==> config.mk <==
export PLATFORM = sky130hd
export DESIGN_NAME = binary_subtractor_8bit_serial_flat
export DESIGN_NICKNAME = d
export VERILOG_FILES = /design/src/rtl/binary_subtractor_8bit_serial_if.sv /design/src/rtl/binary_subtractor_8bit_serial.sv /design/src/flat_wrapper.sv
export SDC_FILE = /design/constraint.sdc
export NUM_CORES = 1
export LEC_CHECK = 0
export BUFFER_PORTS_ARGS = -buffer_cell sky130_fd_sc_hd__buf_4
export CELL_PAD_IN_SITES_DETAIL_PLACEMENT = 1
export CELL_PAD_IN_SITES_GLOBAL_PLACEMENT = 2
export CORE_MARGIN = 2
export CORE_UTILIZATION = 25
export DETAILED_ROUTE_END_ITERATION = 10
export PLACE_DENSITY_LB_ADDON = 0.3
export SLEW_MARGIN = 40
export SYNTH_ARGS = -nofsm -noshare
export SYNTH_HDL_FRONTEND = slang
export SYNTH_SLANG_ARGS = --single-unit
==> constraint.sdc <==
create_clock -name clk -period 1.87 [get_ports clk]
set_input_delay 0.2805 -clock clk [delete_from_list [all_inputs] [get_ports clk]]
set_output_delay 0.2805 -clock clk [all_outputs]
set_load 0.005 [all_outputs]
==> src/rtl/binary_subtractor_8bit_serial_if.sv <==
// Operand/result bundle for the bit-serial subtractor.
// The requester drives start/A/B/B_in; the subtractor returns busy/done/diff/B_out.
interface binary_subtractor_8bit_serial_if #(
  parameter int WIDTH = 8
);
  logic             start;
  logic [WIDTH-1:0] A;
  logic [WIDTH-1:0] B;
  logic             B_in;
  logic             busy;
  logic             done;
  logic [WIDTH-1:0] diff;
  logic             B_out;

  modport master (
    output start, A, B, B_in,
    input  busy, done, diff, B_out
  );

  modport slave (
    input  start, A, B, B_in,
    output busy, done, diff, B_out
  );
endinterface

==> src/rtl/binary_subtractor_8bit_serial.sv <==
// Bit-serial A - B - B_in, LSB first; done pulses WIDTH edges after an accepted start.
// start is taken only in IDLE/DONE and dropped while shifting; results hold until the next completion.
module binary_subtractor_8bit_serial #(
  parameter int WIDTH = 8
) (
  input logic clk,
  input logic rst,
  binary_subtractor_8bit_serial_if.slave bus
);

  localparam int CNT_W = (WIDTH > 1) ? $clog2(WIDTH) : 1;
  localparam logic [CNT_W-1:0] LAST = CNT_W'(WIDTH - 1);

  typedef enum logic [1:0] {IDLE, SHIFT, DONE} state_t;

  state_t           state;
  logic [WIDTH-1:0] a_sh;
  logic [WIDTH-1:0] b_sh;
  logic [WIDTH-1:0] res;
  logic [CNT_W-1:0] cnt;
  logic             borrow;

  logic             d_bit;
  logic             borrow_nxt;
  logic [WIDTH-1:0] res_nxt;

  // One full-subtractor cell; the result fills from the top so bit 0 lands at the LSB after WIDTH shifts.
  always_comb begin
    d_bit      = a_sh[0] ^ b_sh[0] ^ borrow;
    borrow_nxt = (~a_sh[0] & b_sh[0]) | (~(a_sh[0] ^ b_sh[0]) & borrow);
    res_nxt    = {d_bit, res[WIDTH-1:1]};
  end

  always_ff @(posedge clk) begin
    if (rst) begin
      state      <= IDLE;
      a_sh       <= '0;
      b_sh       <= '0;
      res        <= '0;
      cnt        <= '0;
      borrow     <= 1'b0;
      bus.busy   <= 1'b0;
      bus.done   <= 1'b0;
      bus.diff   <= '0;
      bus.B_out  <= 1'b0;
    end else begin
      bus.done <= 1'b0;
      case (state)
        IDLE, DONE: begin
          bus.busy <= 1'b0;
          state    <= IDLE;
          if (bus.start) begin
            state    <= SHIFT;
            a_sh     <= bus.A;
            b_sh     <= bus.B;
            borrow   <= bus.B_in;
            cnt      <= '0;
            bus.busy <= 1'b1;
          end
        end
        SHIFT: begin
          a_sh   <= a_sh >> 1;
          b_sh   <= b_sh >> 1;
          res    <= res_nxt;
          borrow <= borrow_nxt;
          cnt    <= cnt + CNT_W'(1);
          if (cnt == LAST) begin
            state     <= DONE;
            bus.busy  <= 1'b0;
            bus.done  <= 1'b1;
            bus.diff  <= res_nxt;
            bus.B_out <= borrow_nxt;
          end
        end
        default: state <= IDLE;
      endcase
    end
  end

endmodule

==> src/flat_wrapper.sv <==
// flat-port wrapper written by rule: the top's interface ports become plain ports
module binary_subtractor_8bit_serial_flat 
#(
  parameter int WIDTH = 8
)
  (clk, rst, bus_start, bus_A, bus_B, bus_B_in, bus_busy, bus_done, bus_diff, bus_B_out);
  binary_subtractor_8bit_serial_if #(.WIDTH(WIDTH)) bus_i ();
  input logic clk;
  input logic rst;
  input wire logic [$bits(bus_i.start)-1:0] bus_start;
  input wire logic [$bits(bus_i.A)-1:0] bus_A;
  input wire logic [$bits(bus_i.B)-1:0] bus_B;
  input wire logic [$bits(bus_i.B_in)-1:0] bus_B_in;
  output wire logic [$bits(bus_i.busy)-1:0] bus_busy;
  output wire logic [$bits(bus_i.done)-1:0] bus_done;
  output wire logic [$bits(bus_i.diff)-1:0] bus_diff;
  output wire logic [$bits(bus_i.B_out)-1:0] bus_B_out;
  assign bus_i.start = bus_start;
  assign bus_i.A = bus_A;
  assign bus_i.B = bus_B;
  assign bus_i.B_in = bus_B_in;
  assign bus_busy = bus_i.busy;
  assign bus_done = bus_i.done;
  assign bus_diff = bus_i.diff;
  assign bus_B_out = bus_i.B_out;
  binary_subtractor_8bit_serial #(.WIDTH(WIDTH)) u_core (.clk(clk), .rst(rst), .bus(bus_i));
endmodule
After elaboration in Yosys (flattened, before gate mapping)
Cells that the tools add are included.
{"block": "op_classes", "add_sub_neg": 1, "n_eq_ne": 5, "mux": 15, "n_bitwise": 8, "n_reduce_logical": 7}
{"operator": "8-bit one-hot mux with 2 select lines", "n": 2}
{"operator": "8-bit two-way mux", "n": 2}
{"operator": "3-bit one-hot mux with 2 select lines", "n": 1}
{"operator": "2-bit AND reduction", "n": 3}
{"operator": "1-bit two-way mux", "n": 5}
{"operator": "1-bit one-hot mux with 2 select lines", "n": 2}
{"operator": "2-bit one-hot mux with 2 select lines", "n": 1}
{"operator": "2-bit OR reduction", "n": 2}
{"operator": "3-bit by 1-bit adder with 3-bit output (second input constant)", "n": 1}
{"operator": "3-bit equality test (second input constant)", "n": 1}
{"operator": "3-bit two-way mux", "n": 1}
{"operator": "1-bit NOT", "n": 3}
{"operator": "1-bit AND", "n": 2}
{"operator": "2-bit by 1-bit equality test with 1-bit output (second input constant)", "n": 1}
{"operator": "2-bit equality test (second input constant)", "n": 1}
{"operator": "2-bit logical NOT", "n": 1}
{"operator": "2-bit two-way mux", "n": 1}
{"operator": "2-bit by 1-bit != test with 1-bit output (second input constant)", "n": 1}
{"operator": "2-bit != test (second input constant)", "n": 1}
{"operator": "2-bit nonzero test", "n": 1}
{"operator": "1-bit bitwise XOR", "n": 2}
{"operator": "1-bit OR", "n": 1}
{"block": "word_totals", "reg_bits": 41, "input_bits": 20, "output_inout_bits": 11}

Depth between registers and ports, before layout
Gate-level depths: netlist (run 1).
{"block": "logic_depth", "ltp_word": 5, "ltp_mapped": 6, "mapped_depth_nobuf": 5}

Worst setup path after synthesis (run 1)
Ideal clock, no wire load.
{"block": "synth_timing", "kind": "reg-to-reg", "start": "reg u_core.cnt[0]", "end": "reg u_core.bus.diff[3]", "setup_ps": 71, "arrival_ps": 1233, "slack_ps": 566, "stages_incl_launch_ff": 7, "path_buffers": 1, "period_less_slack_ps": 1304, "path_cell_list": "dfxtp_1 > ha_1 > ha_1 > nand3b_1 > clkbuf_1 > nand2_1 > a21oi_1"}
{"block": "synth_via", "elab_chain_cells": 2}
{"element": "start, declared", "line": "binary_subtractor_8bit_serial.sv:20", "source": "logic [CNT_W-1:0] cnt;"}
{"element": "start signal, assigned", "line": "binary_subtractor_8bit_serial.sv:66", "source": "cnt <= cnt + CNT_W'(1);"}
{"element": "3-bit equality test", "line": "binary_subtractor_8bit_serial.sv:67", "source": "if (cnt == LAST) begin"}
{"element": "2-bit AND reduction (no line)"}
{"element": "end signal, assigned", "line": "binary_subtractor_8bit_serial.sv:71", "source": "bus.diff <= res_nxt;"}
{"element": "end, declared", "line": "binary_subtractor_8bit_serial_if.sv:22", "source": "output busy, done, diff, B_out"}
Every way passes these cells.
A chain may end at the register's enable or synchronous reset.

Worst setup path after layout (run 1)
{"block": "layout_timing", "start": "reg u_core.cnt[0]", "end": "reg u_core.bus.B_out"}
{"block": "layout_via", "elab_chain_cells": 2}
{"element": "3-bit equality test", "line": "binary_subtractor_8bit_serial.sv:67"}
{"element": "2-bit AND reduction (no line)"}
{"element": "end signal, assigned", "line": "binary_subtractor_8bit_serial.sv:72", "source": "bus.B_out <= borrow_nxt;"}
{"element": "end, declared", "line": "binary_subtractor_8bit_serial_if.sv:22"}
Every way passes these cells.

==> impl_results.rst, run 1 <==
.. list-table::
   :header-rows: 1

   * - Metric
     - Value
   * - Layout Area Growth over Synthesis
     - 22.8%
   * - Number of routed nets with antenna violations
     - 0
   * - Cell at the root of the clock tree
     - sky130_fd_sc_hd__clkbuf_8
   * - Worst Clk Skew
     - 0.0111 ns
   * - Post-synthesis cell count
     - 194
   * - Die Span Y
     - 83.6 µm
   * - Placed cell area
     - 0.00185 mm²
   * - DRT Wirelength
     - 3670 µm
   * - Total of buffers placed on input and output ports
     - 30
   * - Unrepaired setup endpoints after global routing
     - false
   * - Final worst-path cycle share
     - 0.766
   * - Number of DRC violations after detailed-routing iteration 0
     - 74
   * - Leakage
     - 0.761 nW
   * - Count of standard-cell rows
     - 29
   * - Post-synthesis average cell area
     - 8.17 µm²
   * - Final period demand of the worst path
     - 1.43 ns
   * - Die W
     - 83.6 µm
   * - Post-CTS Resized
     - 0
   * - Clock H-tree levels
     - 2
   * - Overall fraction of global-route tracks in use
     - 0.114
   * - Setup violations, final
     - 0
   * - Setup Fix Bufs, Post-CTS
     - 0
   * - Number of sinks on the clock net
     - 40
   * - Overall Power
     - 1.71 mW
   * - Hold buffer count at cts
     - 0
   * - Worst ir drop on vdd
     - 311 µV
   * - DRC violation count after routing
     - 0
   * - Worst slack, placed
     - 0.402 ns
   * - CP Data Required Time
     - 2.08 ns
   * - Number of buffers inserted during clock tree synthesis
     - 5
   * - Run status
     - finished clean
   * - Count of yosys warnings during synthesis
     - 0
   * - Grt total ovfl
     - 0
   * - #FFs+latches synth
     - 40
   * - Pwr/cell area
     - 881 mW/mm²
   * - Routability-driven placement congestion ratio
     - 0.665
   * - Data arrival, critical path
     - 1.64 ns
   * - Number of placed cells counting well taps
     - 290
   * - Total Nets Final
     - 243
   * - Wire length per cell
     - 12.3 µm
   * - Sequential cell area in the final layout
     - 801 µm²
   * - Number of global-route vias before repair
     - 1414
   * - Clock transition at the registers of the reported paths
     - 0.07 ns
   * - Initial standard-cell utilization of the core
     - 0.254
   * - Cell area after synthesis
     - 0.00159 mm²
   * - Core ar.
     - 0.00624 mm²
   * - Antenna diode count
     - 0
   * - Max_slew headroom
     - 0.707
   * - Detailed-router iteration count before antenna repair
     - 4
   * - Count of pins on the block boundary
     - 31
   * - Cell area after layout
     - 0.00195 mm²
   * - Area of combinational cells with multiple inputs
     - 687 µm²
   * - First-pass GRT wire length
     - 6530 µm
   * - Half-perimeter wire length of the detailed placement result
     - 2460 µm
   * - Non-filler instance count after layout
     - 298
   * - Type of the worst setup path
     - reg2reg
   * - Final-report hold violation count
     - 0
   * - Worst-case clock buffer depth
     - 2
   * - Total via count after detailed routing
     - 1374
   * - Number of filler cells placed in the layout
     - 766
   * - Number of antenna violations at the first check in global routing
     - 0
   * - Share of final-layout standard cells stronger than drive strength 1
     - 0.199
   * - Endpoint kind of the worst setup timing path
     - flip-flop
   * - Fmax
     - 0.698 GHz
   * - Crit-path max FO
     - 10
   * - Clock latency reported for the late side of the worst-skew pair
     - 0.30 ns
   * - Synth Net Count
     - 217
   * - Largest net degree at the start of global routing
     - 41
   * - Via density per instance
     - 4.61
   * - Finished Core Util
     - 0.312
   * - Slack of the critical path
     - 0.438 ns
   * - Tightest Pin Transition
     - 0.438 ns
   * - Worst slack on hold paths
     - 0.234 ns
   * - Sequential-to-total area share from yosys stat
     - 0.505
   * - Die area
     - 0.00699 mm²
   * - Post-synth cell types
     - 21
   * - Startpoint class of the critical path
     - flip-flop
   * - CTS tree
     - built
   * - MaxCap Viol Count
     - 0
   * - Class of the tightest hold or removal check
     - in2reg
   * - Total negative slack
     - 0 ns
   * - Slew Viols, Final
     - 0
==> worst paths after layout <==
kind | startpoint | end | slack, ns | cells past startpoint
worst max-delay path | u_core.cnt[0]$_SDFFE_PP0P_ | u_core.bus.B_out$_SDFFE_PP0P_ | 0.44 | 5
worst min-delay path | bus_B[7] | u_core.b_sh[7]$_SDFFE_PP0P_ | 0.23 | 3
worst max register to register | u_core.cnt[0]$_SDFFE_PP0P_ | u_core.bus.B_out$_SDFFE_PP0P_ | 0.44 | 5
worst min register to register | u_core.bus.diff[4]$_SDFFE_PP0P_ | u_core.bus.diff[4]$_SDFFE_PP0P_ | 0.46 | 2
==> critical path, stage by stage, from the launching register on <==
cell,delay (ns)
sky130_fd_sc_hd__dfxtp_1,0.35
sky130_fd_sc_hd__ha_1,0.16
sky130_fd_sc_hd__ha_1,0.18
sky130_fd_sc_hd__and3b_1,0.39
sky130_fd_sc_hd__nor2_1,0.07
sky130_fd_sc_hd__a211oi_1,0.20
==> final cells by class <==
cell class / instances / share of cell area
flip-flops and latches: 40 / 0.411
multi-input cells: 136 / 0.353
repair buffers: 35 / 0.135
well taps: 77 / 0.0495
clock buffers: 6 / 0.0424
clock inverters: 2 / 0.00514
inverters: 2 / 0.00386
==> cells by family (layout without fill, tap and decap cells) <==
kind of cell | count (synthesis) | after routing | synth area share
compound gates | 39 | 39 | 0.162
fa+ha+maj | 3 | 3 | 0.0284
buf+inv | 18 | 45 | 0.0616
flops | 40 | 40 | 0.505
simple gates | 94 | 94 | 0.243
==> registers in the layout (all words and copies together), names as in the netlist <==
signal and flops:
u_core.cnt 3, u_core.bus.done 1, u_core.a_sh 8, u_core.bus.busy 1, u_core.res 7, u_core.bus.B_out 1, u_core.state 2, u_core.bus.diff 8
u_core.b_sh 8, u_core.borrow 1
==> synthesized netlist by cell type <==
library cell,instances,area (µm²)
sky130_fd_sc_hd__or2b_2,1,8.76
sky130_fd_sc_hd__o21a_1,1,7.51
sky130_fd_sc_hd__buf_6,1,11.3
sky130_fd_sc_hd__nand2_1,62,233
sky130_fd_sc_hd__nand2b_1,2,12.5
sky130_fd_sc_hd__nor2_1,18,67.6
sky130_fd_sc_hd__a21oi_1,22,110
sky130_fd_sc_hd__and3b_1,1,8.76
sky130_fd_sc_hd__clkbuf_1,5,18.8
sky130_fd_sc_hd__a311oi_1,14,123
sky130_fd_sc_hd__dfxtp_1,40,801
sky130_fd_sc_hd__nand3b_1,1,7.51
sky130_fd_sc_hd__ha_1,2,25.0
sky130_fd_sc_hd__a2bb2oi_1,1,8.76
sky130_fd_sc_hd__fa_1,1,20.0
sky130_fd_sc_hd__a211oi_1,1,7.51
sky130_fd_sc_hd__nor2b_1,2,12.5
sky130_fd_sc_hd__buf_4,4,30.0
sky130_fd_sc_hd__inv_1,2,7.51
sky130_fd_sc_hd__nand3_1,7,35.0
sky130_fd_sc_hd__buf_2,6,30.0
==> per-layer routing <==
layer / track usage / vias up / wire, µm
met5: 0 / - / 0
met4: 0.0440 / 0 / 35
met3: 0.0307 / 2 / 123
met2: 0.186 / 20 / 1650
met1: 0.144 / 654 / 1860
li1: - / 698 / -
==> report_power, final <==
group	leakage [nW]	switching, mW	internal, mW	total, mW
combinational	0.383	0.108	0.0859	0.193
clock	0.0510	0.307	0.295	0.601
sequential	0.327	0.0256	0.894	0.920
==> cell usage in the layout, fill, tap and decap left out, drive strengths merged <==
| master | Yosys | routed |
|---|---|---|
| inv | 2 | 2 |
| fa | 1 | 1 |
| ha | 2 | 2 |
| nand2b | 2 | 2 |
| nand3b | 1 | 1 |
| a311oi | 14 | 14 |
| a21oi | 22 | 22 |
| a2bb2oi | 1 | 1 |
| o21a | 1 | 1 |
| a211oi | 1 | 1 |
| clkbuf | 5 | 6 |
| and3b | 1 | 1 |
| dfxtp | 40 | 40 |
| or2b | 1 | 1 |
| nand3 | 7 | 7 |
| nor2 | 18 | 18 |
| clkinv | 0 | 2 |
| nor2b | 2 | 2 |
| nand2 | 62 | 62 |
| buf | 11 | 35 |
Power figures use the tool's default switching activity.
==> run 2: changes to the inputs <==
==> constraint.sdc (replaced) <==
create_clock -name clk -period 1.2 [get_ports clk]
set_input_delay 0.18 -clock clk [delete_from_list [all_inputs] [get_ports clk]]
set_output_delay 0.18 -clock clk [all_outputs]
set_load 0.005 [all_outputs]
==> run 2 against run 1 <==
The run now ends with setup timing left; fmax up 14%; die area is the same; via count grew 3.8%; power rose by 62%; hold slack lost 0.11 ns; cell count up 4.0%.
==> impl_results.rst, run 2 (synthesized netlist as in run 1, its figures left out) <==
.. list-table::
   :header-rows: 1

   * - Metric
     - Value
   * - Run status
     - finished, violations left (was finished clean)
   * - Violations in the final reports
     - setup timing
   * - Core ar.
     - 0.00624 mm² (unchanged)
   * - Routability-driven placement congestion ratio
     - 0.644 (was 0.665)
   * - Final period demand of the worst path
     - 1.26 ns (was 1.43 ns)
   * - List of cells traversed by the critical path
     - ha_4 -> ha_4 -> and3b_2 -> buf_6 -> nand2_2 -> a21oi_1 (was ha_1 -> ha_1 -> and3b_1 -> nor2_1 -> a211oi_1)
   * - CP Data Required Time
     - 1.37 ns (was 2.08 ns)
   * - Count of standard-cell rows
     - 29 (unchanged)
   * - Startpoint class of the critical path
     - flip-flop (unchanged)
   * - Data arrival, critical path
     - 1.43 ns (was 1.64 ns)
   * - Crit-path max FO
     - 8 (was 10)
   * - Final-report hold violation count
     - 0 (unchanged)
   * - Slack of the critical path
     - -0.0604 ns (was 0.438 ns)
   * - Clock H-tree levels
     - 2 (unchanged)
   * - Count of pins on the block boundary
     - 31 (unchanged)
   * - Number of DRC violations after detailed-routing iteration 0
     - 55 (was 74)
   * - Crit path max-delay cell type
     - sky130_fd_sc_hd__dfxtp_2 (was sky130_fd_sc_hd__and3b_1)
   * - Worst-case clock buffer depth
     - 2 (unchanged)
   * - Tightest Pin Transition
     - 0.458 ns (was 0.438 ns)
   * - Leakage
     - 0.860 nW (was 0.761 nW)
   * - Highest-count cells in the layout ignoring fill and taps
     - sky130_fd_sc_hd__nand2_1, sky130_fd_sc_hd__buf_4, sky130_fd_sc_hd__dfxtp_1 (was sky130_fd_sc_hd__nand2_1, sky130_fd_sc_hd__dfxtp_1, sky130_fd_sc_hd__buf_4)
   * - Final worst-path cycle share
     - 1.05 (was 0.766)
   * - CTS tree
     - built (unchanged)
   * - Detailed-router iteration count before antenna repair
     - 4 (unchanged)
   * - Overall Power
     - 2.78 mW (was 1.71 mW)
   * - Total negative slack
     - -0.412 ns (was 0 ns)
   * - Total Nets Final
     - 255 (was 243)
   * - Total of buffers placed on input and output ports
     - 30 (unchanged)
   * - Max_slew headroom
     - 0.695 (was 0.707)
   * - Most common library cell in the layout ignoring fill and taps
     - sky130_fd_sc_hd__nand2_1 (unchanged)
   * - Psw
     - 0.727 mW (was 0.440 mW)
   * - Share of final-layout standard cells stronger than drive strength 1
     - 0.356 (was 0.199)
   * - Via density per instance
     - 4.60 (was 4.61)
   * - Logic pwr share
     - 0.142 (was 0.113)
   * - Clock power share
     - 0.341 (was 0.351)
   * - Number of antenna violations at the first check in global routing
     - 0 (unchanged)
   * - Worst ir drop on vdd
     - 615 µV (was 311 µV)
   * - Worst Clk Skew
     - 0.00446 ns (was 0.0111 ns)
   * - Top flop regs
     - u_core.a_sh (8), u_core.b_sh (8), u_core.bus.diff (8) (unchanged)
   * - Number of global-route vias before repair
     - 1426 (was 1414)
   * - Pwr/cell area
     - 1260 mW/mm² (was 881 mW/mm²)
   * - Slew Viols, Final
     - 0 (unchanged)
   * - Fmax
     - 0.793 GHz (was 0.698 GHz)
   * - Number of filler cells placed in the layout
     - 768 (was 766)
   * - Setup violations, final
     - 8 (was 0)
   * - Clock latency reported for the late side of the worst-skew pair
     - 0.30 ns (about the same)
   * - Number of routed nets with antenna violations
     - 0 (unchanged)
   * - Antenna diode count
     - 0 (unchanged)
   * - Overall fraction of global-route tracks in use
     - 0.127 (was 0.114)
   * - Total via count after detailed routing
     - 1426 (was 1374)
   * - Hold buffer count at cts
     - 0 (unchanged)
   * - Internal portion of total power
     - 2.05 mW (was 1.27 mW)
   * - DRC violation count after routing
     - 0 (unchanged)
   * - Grt total ovfl
     - 0 (unchanged)
   * - Sequential fraction of design power
     - 0.517 (was 0.537)
   * - Type of the worst setup path
     - reg2reg (unchanged)
   * - Cell at the root of the clock tree
     - sky130_fd_sc_hd__clkbuf_8 (unchanged)
   * - MaxCap Viol Count
     - 0 (unchanged)
   * - Clock transition at the registers of the reported paths
     - 0.08 ns (was 0.07 ns)
   * - Number of buffers inserted during clock tree synthesis
     - 5 (unchanged)
   * - Largest net degree at the start of global routing
     - 41 (unchanged)
   * - Layout Area Growth over Synthesis
     - 39.0% (was 22.8%)
   * - Wire length per cell
     - 13.5 µm (was 12.3 µm)
   * - Unrepaired setup endpoints after global routing
     - true (was false)
   * - Stage delay of the slowest cell on the critical path
     - 0.34 ns (was 0.39 ns)
   * - Die Span Y
     - 83.6 µm (unchanged)
   * - Worst slack, placed
     - -0.0793 ns (was 0.402 ns)
   * - Class of the tightest hold or removal check
     - in2reg (unchanged)
   * - Switch share
     - 0.262 (was 0.256)
   * - Half-perimeter wire length of the detailed placement result
     - 2460 µm (about the same)
   * - DRT Wirelength
     - 4190 µm (was 3670 µm)
   * - Initial standard-cell utilization of the core
     - 0.254 (unchanged)
   * - First-pass GRT wire length
     - 7070 µm (was 6530 µm)
   * - Die area
     - 0.00699 mm² (unchanged)
   * - Number of sinks on the clock net
     - 40 (unchanged)
   * - Die W
     - 83.6 µm (unchanged)
   * - Critical Path Most Common Cell
     - sky130_fd_sc_hd__ha_4 (was sky130_fd_sc_hd__ha_1)
   * - Endpoint kind of the worst setup timing path
     - flip-flop (unchanged)
run 2: cell count changes in the layout (fill, tap and decap cells not counted), moves of 2 or more:
cell / previous run / this run
sky130_fd_sc_hd__nand2_1: 62 / 54
sky130_fd_sc_hd__ha_1: 2 / 0
sky130_fd_sc_hd__a21oi_1: 22 / 19
sky130_fd_sc_hd__buf_6: 0 / 5
sky130_fd_sc_hd__buf_4: 35 / 39
sky130_fd_sc_hd__dfxtp_2: 0 / 6
sky130_fd_sc_hd__dfxtp_1: 40 / 34
sky130_fd_sc_hd__ha_4: 0 / 2
sky130_fd_sc_hd__nand2_2: 0 / 8
sky130_fd_sc_hd__a21oi_2: 0 / 3
run 2: path summary, 6_finish.rpt:
path | to | slack (ns) | cells past startpoint | start
setup reg to reg | u_core.bus.diff[5]$_SDFFE_PP0P_ | -0.06 | 6 | u_core.cnt[0]$_SDFFE_PP0P_
hold / removal | u_core.a_sh[7]$_SDFFE_PP0P_ | 0.13 | 3 | bus_A[7]
setup / recovery | u_core.bus.diff[5]$_SDFFE_PP0P_ | -0.06 | 6 | u_core.cnt[0]$_SDFFE_PP0P_
hold reg to reg | u_core.bus.diff[0]$_SDFFE_PP0P_ | 0.46 | 2 | u_core.bus.diff[0]$_SDFFE_PP0P_
run 2: stage by stage:
step           hold slack, ns  cells  cell area (µm²)  utilization
2_1_floorplan           0.316    194             1610            -
3_3_place_gp            0.433    297             1930        0.310
3_5_place_dp            0.444    297             1930        0.310
4_1_cts                 0.117    307             2120        0.340
5_1_grt                 0.127    310             2200        0.353
6_report                0.127    310             2200        0.353
run 2: critical path: cells and delay by family, from the launching register on:
| family | cells | cell delay (ns) |
|---|---|---|
| flops | 1 | 0.34 |
| simple gates | 2 | 0.28 |
| compound gates | 1 | 0.05 |
| fa+ha+maj | 2 | 0.32 |
| buf+inv | 1 | 0.15 |
run 2: per-layer routing:
metal	share of wire	wire [µm]	global-route usage
met5	0	0	0
met4	0.014	57	0.0704
met3	0.043	179	0.0326
met2	0.46	1940	0.184
met1	0.48	2020	0.172
run 2: power by group through the flow:
stage	Clock, mW	Sequential, mW	Combinational, mW
2_1_floorplan	0	1.45	0.215
3_3_place_gp	0	1.46	0.335
3_5_place_dp	0	1.46	0.336
4_1_cts	0.990	1.43	0.369
5_1_grt	1.04	1.45	0.447
6_report	0.946	1.44	0.395
run 2: repair_timing:
action,4_1_cts,5_1_grt
endpoints found under the setup margin,19,29
hold endpoints to repair,0,0
gates cloned,1,2
setup buffers,1,1
resized for setup,18,14
pin swaps,6,8
run 2: final cells by class:
| type | instances | area [µm²] | share of cell area |
|---|---|---|---|
| Multi-Input combinational cell | 136 | 777 | 0.353 |
| Inverter | 2 | 7.51 | 0.00341 |
| Timing Repair Buffer | 47 | 422 | 0.191 |
| Tap cell | 77 | 96.3 | 0.0437 |
| Sequential cell | 40 | 808 | 0.367 |
| Clock inverter | 2 | 10.0 | 0.00454 |
| Clock buffer | 6 | 82.6 | 0.0375 |
==> run 3: changes to the inputs <==
--- a/config.mk
+++ b/config.mk
@@ -12,6 +12,8 @@
 export CORE_UTILIZATION = 25
 export DETAILED_ROUTE_END_ITERATION = 10
 export PLACE_DENSITY_LB_ADDON = 0.3
+export RECOVER_POWER = 50
+export REMOVE_ABC_BUFFERS = 1
 export SLEW_MARGIN = 40
 export SYNTH_ARGS = -nofsm -noshare
 export SYNTH_HDL_FRONTEND = slang
==> run 3 against run 2 <==
The flow still finishes with violations (setup timing); count of clock-buffer cells in the layout down 1; largest power group unchanged; combinational power down 2%; critical path type unchanged; wire length down 2.4%.
==> impl_results.rst, run 3 (synthesized netlist as in run 1, its figures left out) <==
.. list-table::
   :header-rows: 1

   * - Metric
     - Value
   * - Worst reg2reg endpoint
     - u_core.bus.diff[0]$_SDFFE_PP0P_ (was u_core.bus.diff[5]$_SDFFE_PP0P_)
   * - Type of the worst setup path
     - reg2reg (unchanged)
   * - CTS tree
     - built (unchanged)
   * - Worst Clk Skew
     - 0.0113 ns (was 0.00446 ns)
   * - Slew Viols, Final
     - 0 (unchanged)
   * - Via density per instance
     - 4.67 (was 4.60)
   * - Worst Path Buf+Inv
     - 2 (was 1)
   * - Fmax
     - 0.776 GHz (was 0.793 GHz)
   * - Hold buffer count at cts
     - 0 (unchanged)
   * - Total met3 wirelength after detailed routing
     - 169 µm (was 179 µm)
   * - DRC violation count after routing
     - 0 (unchanged)
   * - Run status
     - finished, violations left (unchanged)
   * - Final period demand of the worst path
     - 1.29 ns (was 1.26 ns)
   * - Worst-case clock buffer depth
     - 2 (unchanged)
   * - First-pass GRT wire length
     - 6890 µm (was 7070 µm)
   * - Sequential fraction of design power
     - 0.461 (was 0.517)
   * - Number of routed nets with antenna violations
     - 0 (unchanged)
   * - Unrepaired setup endpoints after global routing
     - true (unchanged)
   * - Largest net degree at the start of global routing
     - 41 (unchanged)
   * - Layout Area Growth over Synthesis
     - 41.6% (was 39.0%)
   * - Routability-driven placement congestion ratio
     - 0.666 (was 0.644)
   * - Final worst-path cycle share
     - 1.07 (was 1.05)
   * - Internal portion of total power
     - 2.41 mW (was 2.05 mW)
   * - Number of sinks on the clock net
     - 40 (unchanged)
   * - Count of standard-cell rows
     - 29 (unchanged)
   * - Psw
     - 0.702 mW (was 0.727 mW)
   * - Overall fraction of global-route tracks in use
     - 0.120 (was 0.127)
   * - DRT Wirelength
     - 4090 µm (was 4190 µm)
   * - Detailed-router iteration count before antenna repair
     - 4 (unchanged)
   * - Die W
     - 83.6 µm (unchanged)
   * - Cell at the root of the clock tree
     - sky130_fd_sc_hd__clkbuf_8 (unchanged)
   * - Stage delay of the slowest cell on the critical path
     - 0.34 ns (about the same)
   * - Internal reg-to-reg setup slack
     - -0.09 ns (was -0.06 ns)
   * - Die Span Y
     - 83.6 µm (unchanged)
   * - Endpoint kind of the worst setup timing path
     - flip-flop (unchanged)
   * - Worst ir drop on vdd
     - 548 µV (was 615 µV)
   * - Core ar.
     - 0.00624 mm² (unchanged)
   * - Number of global-route vias before repair
     - 1477 (was 1426)
   * - Cell count of the worst hold path
     - 3 (unchanged)
   * - Count of pins on the block boundary
     - 31 (unchanged)
   * - End of the worst hold path
     - u_core.a_sh[7]$_SDFFE_PP0P_ (unchanged)
   * - DRT met1 WL
     - 1880 µm (was 2020 µm)
   * - Setup violations, final
     - 10 (was 8)
   * - Logic pwr share
     - 0.125 (was 0.142)
   * - Total negative slack
     - -0.715 ns (was -0.412 ns)
   * - Hold path startpoint
     - bus_A[7] (unchanged)
   * - Startpoint class of the critical path
     - flip-flop (unchanged)
   * - Clock H-tree levels
     - 2 (unchanged)
   * - Share of final-layout standard cells stronger than drive strength 1
     - 0.355 (was 0.356)
   * - Grt total ovfl
     - 0 (unchanged)
   * - Max_slew headroom
     - 0.697 (was 0.695)
   * - List of cells traversed by the critical path
     - ha_4 -> ha_4 -> buf_6 -> nand3b_1 -> buf_6 -> nand2_2 -> a21oi_2 (was ha_4 -> ha_4 -> and3b_2 -> buf_6 -> nand2_2 -> a21oi_1)
   * - Slack of the critical path
     - -0.0879 ns (was -0.0604 ns)
   * - Number of antenna violations at the first check in global routing
     - 0 (unchanged)
   * - Clock latency reported for the late side of the worst-skew pair
     - 0.29 ns (was 0.30 ns)
   * - Final-report hold violation count
     - 0 (unchanged)
   * - Cell type group with the largest total delay on the critical path
     - flip-flops (unchanged)
   * - Total Nets Final
     - 254 (was 255)
   * - Clock power share
     - 0.414 (was 0.341)
   * - Total of buffers placed on input and output ports
     - 30 (unchanged)
   * - Met2 Wirelength
     - 1980 µm (was 1940 µm)
   * - Crit path max-delay cell type
     - sky130_fd_sc_hd__dfxtp_2 (unchanged)
   * - Half-perimeter wire length of the detailed placement result
     - 2430 µm (was 2460 µm)
   * - Die area
     - 0.00699 mm² (unchanged)
   * - Total via count after detailed routing
     - 1439 (was 1426)
   * - Antenna diode count
     - 0 (unchanged)
   * - Class of the tightest hold or removal check
     - in2reg (unchanged)
   * - Clock transition at the registers of the reported paths
     - 0.08 ns (about the same)
   * - Crit Reg-Reg Startpoint
     - u_core.cnt[1]$_SDFFE_PP0P_ (was u_core.cnt[0]$_SDFFE_PP0P_)
   * - Tightest Pin Transition
     - 0.454 ns (was 0.458 ns)
   * - Depth of the worst register-to-register path
     - 7 (was 6)
   * - Number of buffers inserted during clock tree synthesis
     - 5 (unchanged)
   * - Switch share
     - 0.225 (was 0.262)
   * - Number of DRC violations after detailed-routing iteration 0
     - 54 (was 55)
   * - Top flop regs
     - u_core.a_sh (8), u_core.b_sh (8), u_core.bus.diff (8) (unchanged)
   * - Worst slack, placed
     - -0.206 ns (was -0.0793 ns)
   * - CP Data Required Time
     - 1.42 ns (was 1.37 ns)
   * - Highest-count cells in the layout ignoring fill and taps
     - sky130_fd_sc_hd__nand2_1, sky130_fd_sc_hd__dfxtp_1, sky130_fd_sc_hd__buf_4 (was sky130_fd_sc_hd__nand2_1, sky130_fd_sc_hd__buf_4, sky130_fd_sc_hd__dfxtp_1)
   * - Pwr/cell area
     - 1390 mW/mm² (was 1260 mW/mm²)
   * - Max layer used
     - met4 (unchanged)
   * - Crit-path max FO
     - 7 (was 8)
   * - MaxCap Viol Count
     - 0 (unchanged)
   * - Most common library cell in the layout ignoring fill and taps
     - sky130_fd_sc_hd__nand2_1 (unchanged)
   * - Initial standard-cell utilization of the core
     - 0.254 (unchanged)
   * - Violations in the final reports
     - setup timing (unchanged)
   * - Wire length per cell
     - 13.3 µm (was 13.5 µm)
   * - Data arrival, critical path
     - 1.51 ns (was 1.43 ns)
   * - Leakage
     - 0.865 nW (was 0.860 nW)
==> run 3: changes by cell type in the layout (fill, tap and decap cells not counted), sizes merged <==
cell / delta
and3b: +1
buf: -12
bufbuf: +1
bufinv: +2
clkbuf: +7
clkinv: -2
or2b: +1
==> run 3: power groups by stage <==
stage | clock (mW) | sequential (mW) | combinational, mW
floorplan | 0 | 1.45 | 0.167
global placement | 0 | 1.46 | 0.338
detailed placement | 0 | 1.46 | 0.341
CTS | 1.34 | 1.44 | 0.379
global route | 1.38 | 1.45 | 0.438
finish | 1.29 | 1.44 | 0.389
==> run 3: layout make-up <==
type,count,area (µm²)
clock buffers,5,68.8
clock inverters,2,60.1
fillers,748,4000
repair buffers,44,403
well taps,77,96.3
inverters,2,7.51
multi-input cells,138,800
flip-flops and latches,40,810
==> run 3: metrics by stage <==
step | area (µm²) | total power, mW | hold WS [ns] | utilization | cells
after detailed placement | 1920 | 1.80 | 0.444 | 0.308 | 296
after CTS | 2180 | 3.15 | 0.123 | 0.350 | 305
after floorplan | 1500 | 1.62 | 0.249 | - | 178
after global placement | 1920 | 1.80 | 0.431 | 0.308 | 296
after global routing | 2240 | 3.27 | 0.132 | 0.360 | 308
final | 2240 | 3.12 | 0.131 | 0.360 | 308
==> run 3: metal layers <==
layer / up-vias / global-route usage
li1: 724 / -
met5: - / 0
met4: 0 / 0.0425
met1: 676 / 0.155
met3: 7 / 0.0307
met2: 32 / 0.196
==> run 3: how the worst max path moves through the flow <==
stage / startpoint / end / cells past startpoint
detailed placement: u_core.cnt[0]$_SDFFE_PP0P_ / u_core.bus.B_out$_SDFFE_PP0P_ / 5
floorplan: u_core.state[1]$_SDFFE_PP0P_ / u_core.a_sh[0]$_SDFFE_PP0P_ / 3
global placement: u_core.cnt[0]$_SDFFE_PP0P_ / u_core.bus.B_out$_SDFFE_PP0P_ / 5
CTS: u_core.cnt[1]$_SDFFE_PP0P_ / u_core.bus.diff[0]$_SDFFE_PP0P_ / 7
global route: u_core.cnt[1]$_SDFFE_PP0P_ / u_core.bus.diff[5]$_SDFFE_PP0P_ / 7
finish: u_core.cnt[1]$_SDFFE_PP0P_ / u_core.bus.diff[0]$_SDFFE_PP0P_ / 7
==> run 3: worst reg2reg max path: stages (launching register included) <==
cell and delay (ns):
sky130_fd_sc_hd__dfxtp_2 0.34, sky130_fd_sc_hd__ha_4 0.16, sky130_fd_sc_hd__ha_4 0.16, sky130_fd_sc_hd__buf_6 0.11, sky130_fd_sc_hd__nand3b_1 0.13, sky130_fd_sc_hd__buf_6 0.16, sky130_fd_sc_hd__nand2_2 0.06, sky130_fd_sc_hd__a21oi_2 0.10
==> run 3: repair_timing <==
action / in CTS / in global routing
setup endpoints to repair: 35 / 37
buffers inserted: 0 / 2
gates cloned: 2 / 1
pin swaps: 13 / 4
endpoints found under the hold margin: 0 / 0
resized for setup: 28 / 13
